## src/rtl/rv32_pkg.sv

```systemverilog
// rv32_pkg: RV32 load/store funct3 encodings and the LSU state type,
// shared between the decoder and the load/store unit.
package rv32_pkg;

  typedef enum logic [1:0] {
    IDLE = 2'd0,
    REQ  = 2'd1,
    WAIT = 2'd2
  } lsu_state_t;

  localparam logic [2:0] F3_LB  = 3'b000;
  localparam logic [2:0] F3_LH  = 3'b001;
  localparam logic [2:0] F3_LW  = 3'b010;
  localparam logic [2:0] F3_LBU = 3'b100;
  localparam logic [2:0] F3_LHU = 3'b101;

  // Access width lives in funct3[1:0]; funct3[2] marks zero-extending loads.
  localparam logic [1:0] SZ_BYTE = 2'b00;
  localparam logic [1:0] SZ_HALF = 2'b01;
  localparam logic [1:0] SZ_WORD = 2'b10;

  function automatic logic op_legal(input logic we, input logic re, input logic [2:0] size);
    logic ok;
    ok = 1'b0;
    if (we && !re) begin
      ok = (size == F3_LB) || (size == F3_LH) || (size == F3_LW);
    end else if (re && !we) begin
      ok = (size == F3_LB) || (size == F3_LH) || (size == F3_LW) ||
           (size == F3_LBU) || (size == F3_LHU);
    end
    return ok;
  endfunction

endpackage

```

## src/rtl/lsu_align.sv

```systemverilog
// lsu_align: store byte-lane/enable generation and load byte/half extraction
// with sign or zero extension. Purely combinational.
module lsu_align
  import rv32_pkg::*;
(
  input  logic [1:0]  st_size,
  input  logic [1:0]  st_off,
  input  logic [31:0] st_data,
  input  logic [2:0]  ld_size,
  input  logic [1:0]  ld_off,
  input  logic [31:0] rdata,
  output logic [3:0]  be,
  output logic [31:0] wdata,
  output logic [31:0] ld_data
);

  logic [7:0]  ld_byte;
  logic [15:0] ld_half;
  logic        ld_sext;

  always_comb begin
    be    = 4'b1111;
    wdata = st_data;
    case (st_size)
      SZ_BYTE: begin
        be    = 4'b0001 << st_off;
        wdata = {4{st_data[7:0]}};
      end
      SZ_HALF: begin
        be    = st_off[1] ? 4'b1100 : 4'b0011;
        wdata = {2{st_data[15:0]}};
      end
      default: ;
    endcase
  end

  // The offset here is already naturally aligned for halfwords.
  always_comb begin
    ld_byte = rdata[{ld_off, 3'b000} +: 8];
    ld_half = ld_off[1] ? rdata[31:16] : rdata[15:0];
    ld_sext = ~ld_size[2];
    case (ld_size[1:0])
      SZ_BYTE: ld_data = {{24{ld_byte[7] & ld_sext}}, ld_byte};
      SZ_HALF: ld_data = {{16{ld_half[15] & ld_sext}}, ld_half};
      default: ld_data = rdata;
    endcase
  end

endmodule

```

## src/rtl/lsu.sv

```systemverilog
// lsu: EX-stage load/store unit driving a single-outstanding req/gnt/rvalid bus.
// Define LSU_MISALIGN_TRAP_EN to trap misaligned half/word accesses instead of aligning them down.
module lsu
  import rv32_pkg::*;
#(
  parameter int ADDR_W = 32
) (
  input  logic              clk,
  input  logic              rst,
  input  logic [31:0]       op1_i,
  input  logic [31:0]       op2_i,
  input  logic [31:0]       mem_data_i,
  input  logic [2:0]        mem_size_i,
  input  logic              mem_we_i,
  input  logic              mem_re_i,
  input  logic [4:0]        rd_addr_i,
  input  logic              flush_i,
  output logic              hold_flag_o,
  output logic              bus_req_o,
  output logic [ADDR_W-1:0] bus_addr_o,
  output logic              bus_we_o,
  output logic [3:0]        bus_be_o,
  output logic [31:0]       bus_wdata_o,
  input  logic              bus_gnt_i,
  input  logic              bus_rvalid_i,
  input  logic [31:0]       bus_rdata_i,
  output logic [4:0]        rd_addr_o,
  output logic [31:0]       rd_data_o,
  output logic              reg_wen_o,
  output logic              misalign_o
);

  lsu_state_t  state;
  logic [31:0] ea;
  logic [1:0]  off;
  logic [1:0]  off_eff;
  logic        op_valid;
  logic        suppress;
  logic [3:0]  st_be;
  logic [31:0] st_wdata;
  logic [31:0] ld_data;
  logic        op_load;
  logic [2:0]  op_size;
  logic [1:0]  op_off;
  logic [4:0]  op_rd;
  logic        discard;

  assign ea       = op1_i + op2_i;
  assign off      = ea[1:0];
  assign op_valid = op_legal(mem_we_i, mem_re_i, mem_size_i);

  always_comb begin
    case (mem_size_i[1:0])
      SZ_HALF: off_eff = {off[1], 1'b0};
      SZ_WORD: off_eff = 2'b00;
      default: off_eff = off;
    endcase
  end

`ifdef LSU_MISALIGN_TRAP_EN
  logic misalign_q;
  logic trap;

  assign trap       = ((mem_size_i[1:0] == SZ_HALF) && off[0]) ||
                      ((mem_size_i[1:0] == SZ_WORD) && (off != 2'b00));
  // The trapped op is still presented the next cycle; ignore it once.
  assign suppress   = misalign_q;
  assign misalign_o = misalign_q;
`else
  assign suppress   = 1'b0;
  assign misalign_o = 1'b0;
`endif

  lsu_align u_align (
    .st_size (mem_size_i[1:0]),
    .st_off  (off_eff),
    .st_data (mem_data_i),
    .ld_size (op_size),
    .ld_off  (op_off),
    .rdata   (bus_rdata_i),
    .be      (st_be),
    .wdata   (st_wdata),
    .ld_data (ld_data)
  );

  always_comb begin
    hold_flag_o = 1'b0;
    if (!rst) begin
      case (state)
        IDLE:    hold_flag_o = op_valid && !flush_i && !suppress;
        REQ:     hold_flag_o = !(!op_load && bus_gnt_i);
        WAIT:    hold_flag_o = !bus_rvalid_i;
        default: hold_flag_o = 1'b0;
      endcase
    end
  end

  // A grant wins over a coincident flush: stores complete, loads drain with discard set.
  always_ff @(posedge clk) begin
    if (rst) begin
      state       <= IDLE;
      bus_req_o   <= 1'b0;
      bus_addr_o  <= '0;
      bus_we_o    <= 1'b0;
      bus_be_o    <= '0;
      bus_wdata_o <= '0;
      rd_addr_o   <= '0;
      rd_data_o   <= '0;
      reg_wen_o   <= 1'b0;
      op_load     <= 1'b0;
      op_size     <= '0;
      op_off      <= '0;
      op_rd       <= '0;
      discard     <= 1'b0;
`ifdef LSU_MISALIGN_TRAP_EN
      misalign_q  <= 1'b0;
`endif
    end else begin
      reg_wen_o <= 1'b0;
`ifdef LSU_MISALIGN_TRAP_EN
      misalign_q <= 1'b0;
`endif
      case (state)
        IDLE: begin
          if (op_valid && !flush_i && !suppress) begin
`ifdef LSU_MISALIGN_TRAP_EN
            if (trap) misalign_q <= 1'b1;
            else
`endif
            begin
              state       <= REQ;
              bus_req_o   <= 1'b1;
              bus_addr_o  <= {ea[ADDR_W-1:2], 2'b00};
              bus_we_o    <= mem_we_i;
              bus_be_o    <= st_be;
              bus_wdata_o <= st_wdata;
              op_load     <= mem_re_i;
              op_size     <= mem_size_i;
              op_off      <= off_eff;
              op_rd       <= rd_addr_i;
              discard     <= 1'b0;
            end
          end
        end
        REQ: begin
          if (bus_gnt_i) begin
            bus_req_o <= 1'b0;
            if (op_load) begin
              state   <= WAIT;
              discard <= flush_i;
            end else begin
              state <= IDLE;
            end
          end else if (flush_i) begin
            bus_req_o <= 1'b0;
            state     <= IDLE;
          end
        end
        WAIT: begin
          if (bus_rvalid_i) begin
            state <= IDLE;
            if (!discard && !flush_i) begin
              reg_wen_o <= 1'b1;
              rd_addr_o <= op_rd;
              rd_data_o <= ld_data;
            end
          end else if (flush_i) begin
            discard <= 1'b1;
          end
        end
        default: state <= IDLE;
      endcase
    end
  end

endmodule

```

## config.mk

```make
export PLATFORM = sky130hd
export DESIGN_NAME = lsu
export DESIGN_NICKNAME = d
export VERILOG_FILES = /design/src/rtl/rv32_pkg.sv /design/src/rtl/lsu_align.sv /design/src/rtl/lsu.sv
export SDC_FILE = /design/constraint.sdc
export NUM_CORES = 1
export LEC_CHECK = 0
export CORE_MARGIN = 1.5
export CORE_UTILIZATION = 38
export DETAILED_ROUTE_END_ITERATION = 10
export PLACE_DENSITY = 0.7
export SLEW_MARGIN = 20
export SYNTH_ARGS = -nofsm -noshare
export SYNTH_HDL_FRONTEND = slang
export SYNTH_SLANG_ARGS = --single-unit
export TNS_END_PERCENT = 20
```

## constraint.sdc

```tcl
create_clock -name clk -period 8.1 [get_ports clk]
set_input_delay 0.81 -clock clk [delete_from_list [all_inputs] [get_ports clk]]
set_output_delay 0.81 -clock clk [all_outputs]
set_load 0.05 [all_outputs]
```

==> After elaboration in Yosys (flattened, before gate mapping) <==
Index checks and enable logic that the tools add are counted.
{ "word_totals": {"ff_bits": 120, "in_bits": 143, "output_inout_bits": 110} }
{ "classes": {"addsub": 1, "eq_ne": 16, "shifts": 2, "n_mux": 27, "bitwise": 5, "reduce_logical": 28} }
{ "op_table": {"columns": ["cell", "count"], "rows": [
  ["32-bit case mux with 2 select lines", 2],
  ["32-bit adder", 1],
  ["32-bit by 6-bit indexed part select with 8-bit output", 1],
  ["16-bit two-way mux", 1],
  ["1-bit two-way mux", 12],
  ["2-bit inequality test (second input constant)", 6],
  ["2-bit two-way mux", 5],
  ["3-bit AND reduction", 3],
  ["4-bit case mux with 2 select lines", 1],
  ["1-bit logical NOT", 7],
  ["2-bit by 1-bit == test with 1-bit output (second input constant)", 3],
  ["3-bit == test (second input constant)", 2],
  ["2-bit logical NOT", 3],
  ["1-bit case mux with 3 select lines", 2],
  ["2-bit case mux with 3 select lines", 1],
  ["6-bit AND reduction", 1],
  ["1-bit logical AND", 5],
  ["2-bit == test (second input constant)", 2],
  ["1-bit logical OR", 4],
  ["4-bit two-way mux", 1],
  ["2-bit case mux with 2 select lines", 1],
  ["1-bit by 2-bit left shift with 4-bit output (first input constant)", 1],
  ["3-bit by 1-bit == test with 1-bit output (second input constant)", 1],
  ["3-bit by 2-bit == test with 1-bit output (second input constant)", 1],
  ["other kinds (9)", 12]
]} }

==> Depth between registers and ports, before layout <==
{ "logic_depth": {"depth_word": 10, "mapped_depth": 12, "ltp_nobuf": 10} }

==> Modules after synthesis <==
From an unflattened synthesis, not the netlist that was laid out.
{ "unflattened": {"cells_unflattened": 979, "area_unflattened_um2": 7457.2} }
{ "by_module_without_submodules": {"columns": ["mod", "n_inst", "cells_each", "area_each_um2", "seq_area_each_um2"], "rows": [
  ["lsu", 1, 824, 6281.0, 2402.3],
  ["lsu_align", 1, 155, 1176.1, 0.0]
]} }

==> Worst setup path before layout <==
Ideal clock, no wire load.
{ "synth_path": {"path_type": "input to output", "startpoint": "in mem_size_i[1]", "endpoint": "out hold_flag_o", "arrival_time_ns": 3.886, "required_time_ns": 7.290, "path_slack_ns": 3.404, "cell_stages": 10, "n_path_buf": 4, "cell_sequence": "clkbuf_1 inv_1 ha_1 clkbuf_1 nor3_1 a2111oi_4 nand2_1 clkbuf_1 buf_1 a211oi_1"} }
{ "synth_between": {"elab_chain_cells": 10, "word_cells_on_any_way": 14, "cone_classes": "4 x eq/ne; 4 x mux; 6 x reduce/logical"} }
{ "synth_rtl": {"columns": ["element", "line_no", "rtl"], "rows": [
  ["from (decl)", "lsu.sv:13", "input logic [2:0] mem_size_i,"],
  ["3-bit by 1-bit == test with 1-bit output or 3-bit logical NOT (tied branches)", "rv32_pkg.sv:26, rv32_pkg.sv:28", null],
  ["1-bit logical OR (2 in series)", "rv32_pkg.sv:26, rv32_pkg.sv:28", null],
  ["1-bit logical OR", "rv32_pkg.sv:28", "ok = (size == F3_LB) || (size == F3_LH) || (size == F3_LW) ||"],
  ["1-bit logical OR", "rv32_pkg.sv:29", "(size == F3_LBU) || (size == F3_LHU);"],
  ["1-bit two-way mux", "rv32_pkg.sv:27", "end else if (re && !we) begin"],
  ["1-bit two-way mux *", "rv32_pkg.sv:25", "if (we && !re) begin"],
  ["1-bit logical AND *", "lsu.sv:90", "IDLE: hold_flag_o = op_valid && !flush_i && !suppress;"],
  ["1-bit case mux with 3 select lines *", "lsu.sv:89", "case (state)"],
  ["1-bit two-way mux *", "lsu.sv:88", "if (!rst) begin"],
  ["to (decl)", "lsu.sv:18", "output logic hold_flag_o,"]
]} }
Mark *: on every way between the ends. The rest lies on a longest branch, timed or not.

==> Final worst setup path <==
Ends and elaborated chain as after synthesis.

==> flow_summary.toml <==
[clock_network]
htreeDepth = 4
clock_sinks = 120
cts_root_buf = "clkbuf_16"
clk_pin_slew_ns = 0.05
cts_resized = 0
cts_tree = "built"
clk_path_buf_depth = 2
post_cts_buffers = 0
cts_buffers = 17
clk_latency_ns = 0.42
cts-hold-fix-buffers = 0

[worst_setup_path]
path_common_cell = "clkdlybuf4s50_1"
cp_cell_sequence = "clkdlybuf4s50_1, inv_1, ha_1, nor2_1, a2111oi_4, nand2_2, a211oi_1, clkdlybuf4s50_1"
path_class = "in2out"
crit_required_ns = 7.29
cp-end-kind = "primary output"
reg2reg_depth = 6
cp_slowest_cell = "clkdlybuf4s50_1"
worstPathArrival_ns = 4.18
crit_path_max_fanout = 12
max_stage_delay_ns = 0.86
crit_path_start_kind = "input pin"

[grt]
grt_max_degree = 92
grt_overflow = 0
grt_usage_pct = 23.3
antenna_found_initial = 0
first_global_vias = 6595
grt_pass1_wl_mm = 34.3

[timing]
max_slew.worst_pin.slew_ns = 0.942
rsz0062_at_grt = "no"
fin_setup_tns_ns = 0
finalCritPeriodShare_pct = 61.6
final.setup_skew_ns = 0.0116
setup_viol = 0
maxSlewHeadroom_pct = 37.2
period_needed_ns = 4.99
worst_slack_ns = 3.11
final-hold-violation-count = 0
fmax_ghz = 0.200
drv_slew = 0

[placement]
gp_congestion = 0.916
pre_cts_slack_ns = 3.15
port_buffers = 249
dpl.hpwl_mm = 16.1
dp.cells = 1291

[synth]
synth_top_cell_area_share_pct = 34.9
synthArstFlopShare_pct = 0
ys_ff_latch = 120
yosys.area.top_type = "dfxtp_1"
synthTopCellsByCount = "nand2_1 (140), dfxtp_1 (120), a21oi_1 (91)"
syn_area_um2 = 6890
synthTopCellsByArea = "dfxtp_1 (35%), nand2_1 (7.6%), ha_1 (6.9%)"
ys_warn_count = 0
synth_cell_types = 64
synth_most_common_cell = "nand2_1"
synth_edf_count = 0
ys_seq_area_share_pct = 34.9
postSynthAreaPerCell_um2 = 7.92
synth_top_flop_cell = "dfxtp_1"
syn_inst = 870

[layout]
layout.nets = 1263
syn2layout_area_growth_pct = 46.4
finalNonFillerCells = 1323
fillers = 1639
antennaDiodeCount = 0
drive_gt1_share_pct = 5.12

[route]
wl_per_cell_um = 16.9
num_vias = 7056
drt-initial-drc-count = 345
vias_per_cell = 5.33
drtPass1Iterations = 5
wl_mm = 22.3
antenna_left = 0
drc_errors = 0

[floorplanning]
die-area_um2 = 18900
coreArea_um2 = 17800
num_rows = 49
dieHeight_um = 138
io_pins = 253
initial_core_util_pct = 38.6
die_w_um = 138

[pwr]
ir_worst_vdd_v = 0.000140
power_mw = 1.85
cellLeakagePower_nw = 3.64
p_per_area_nw_per_um2 = 183

[worst_hold_path]
holdCritPathClass = "reg2reg"
holdPathStages = 2

[outcome]
status = "finished, final reports clean"

[flow_run]
max_cap_violations = 0
-- worst paths after layout --
check	start	to	slack, ns
worst max-delay path	mem_size_i[1]	hold_flag_o	3.11
worst min-delay path	bus_addr_o[26]$_SDFFE_PP0P_	bus_addr_o[26]$_SDFFE_PP0P_	0.45
worst max register to register	op_off[1]$_SDFFE_PP0P_	rd_data_o[16]$_SDFFE_PP0P_	5.62
worst min register to register	bus_addr_o[26]$_SDFFE_PP0P_	bus_addr_o[26]$_SDFFE_PP0P_	0.45
-- state kept, by name, indices dropped and copies added (netlist names) --
name / count
reg_wen_o: 1
state: 2
op_load: 1
bus_req_o: 1
bus_be_o: 4
rd_addr_o: 5
rd_data_o: 32
discard: 1
bus_addr_o: 30
op_off: 2
op_size: 3
bus_we_o: 1
op_rd: 5
bus_wdata_o: 32
-- final cells by class --
| type | count | area (µm²) | share of cell area, % |
|---|---|---|---|
| multi-input combinational | 668 | 4160 | 41.2 |
| timing repair buffer | 254 | 2530 | 25.1 |
| sequential | 120 | 2400 | 23.8 |
| clock buffer | 22 | 494 | 4.90 |
| tap | 229 | 287 | 2.84 |
| clock inverter | 10 | 140 | 1.39 |
| inverter | 20 | 75.1 | 0.744 |
-- routing by layer --
metal / routed length [µm] / global-route usage (%) / vias up
li1: - / - / 3537
met3: 1880 / 5.74 / 40
met1: 9410 / 28.6 / 3184
met2: 10500 / 38.8 / 295
met4: 567 / 9.53 / 0
met5: 0 / 0 / -
-- critical path, delay by kind of cell --
family / cells / cell delay, ns
and+or+nand+nor: 2 / 0.27
adders and majority gates: 1 / 0.43
AOI/OAI and AO/OA: 2 / 0.86
buffers and inverters: 3 / 1.79
-- where the power goes --
| part | internal (mW) | switching (mW) | leakage, nW |
|---|---|---|---|
| clock | 0.525 | 0.288 | 0.305 |
| combinational | 0.180 | 0.234 | 2.36 |
| sequential | 0.609 | 0.0114 | 0.971 |
-- cells by family after synthesis --
| family | after synthesis | synth area share (%) |
|---|---|---|
| simple gates | 314 | 19.7 |
| other cells | 1 | 0.0544 |
| mux | 26 | 5.07 |
| compound gates | 262 | 25.1 |
| buf+inv | 84 | 4.98 |
| xor+xnor | 24 | 3.05 |
| flops | 120 | 34.9 |
| fa+ha+maj | 39 | 7.19 |
-- cells in the final DEF (no fill, tap or decap), drive strengths merged, types with 9 or more instances in the layout --
cell type,Yosys,layout
a211oi,63,63
dfxtp,120,120
nand2,140,140
nand3,15,15
a22oi,9,9
a21o,18,18
clkdlybuf4s50,0,248
clkbuf,45,22
o21ai,33,33
nor3,27,27
and3,12,12
ha,38,38
mux2i,18,18
inv,18,19
a21oi,92,92
xnor2,15,15
nor2,85,85
xor2,9,9
-- through the flow --
step / utilization (%) / area [µm²] / hold slack [ns]
floorplan: - / 6900 / 0.432
global placement: 53.0 / 9450 / 0.438
detailed placement: 53.0 / 9450 / 0.443
CTS: 56.5 / 10100 / 0.452
global route: 56.5 / 10100 / 0.465
finish: 56.5 / 10100 / 0.449
No activity file was read; power rests on OpenSTA's default activity.
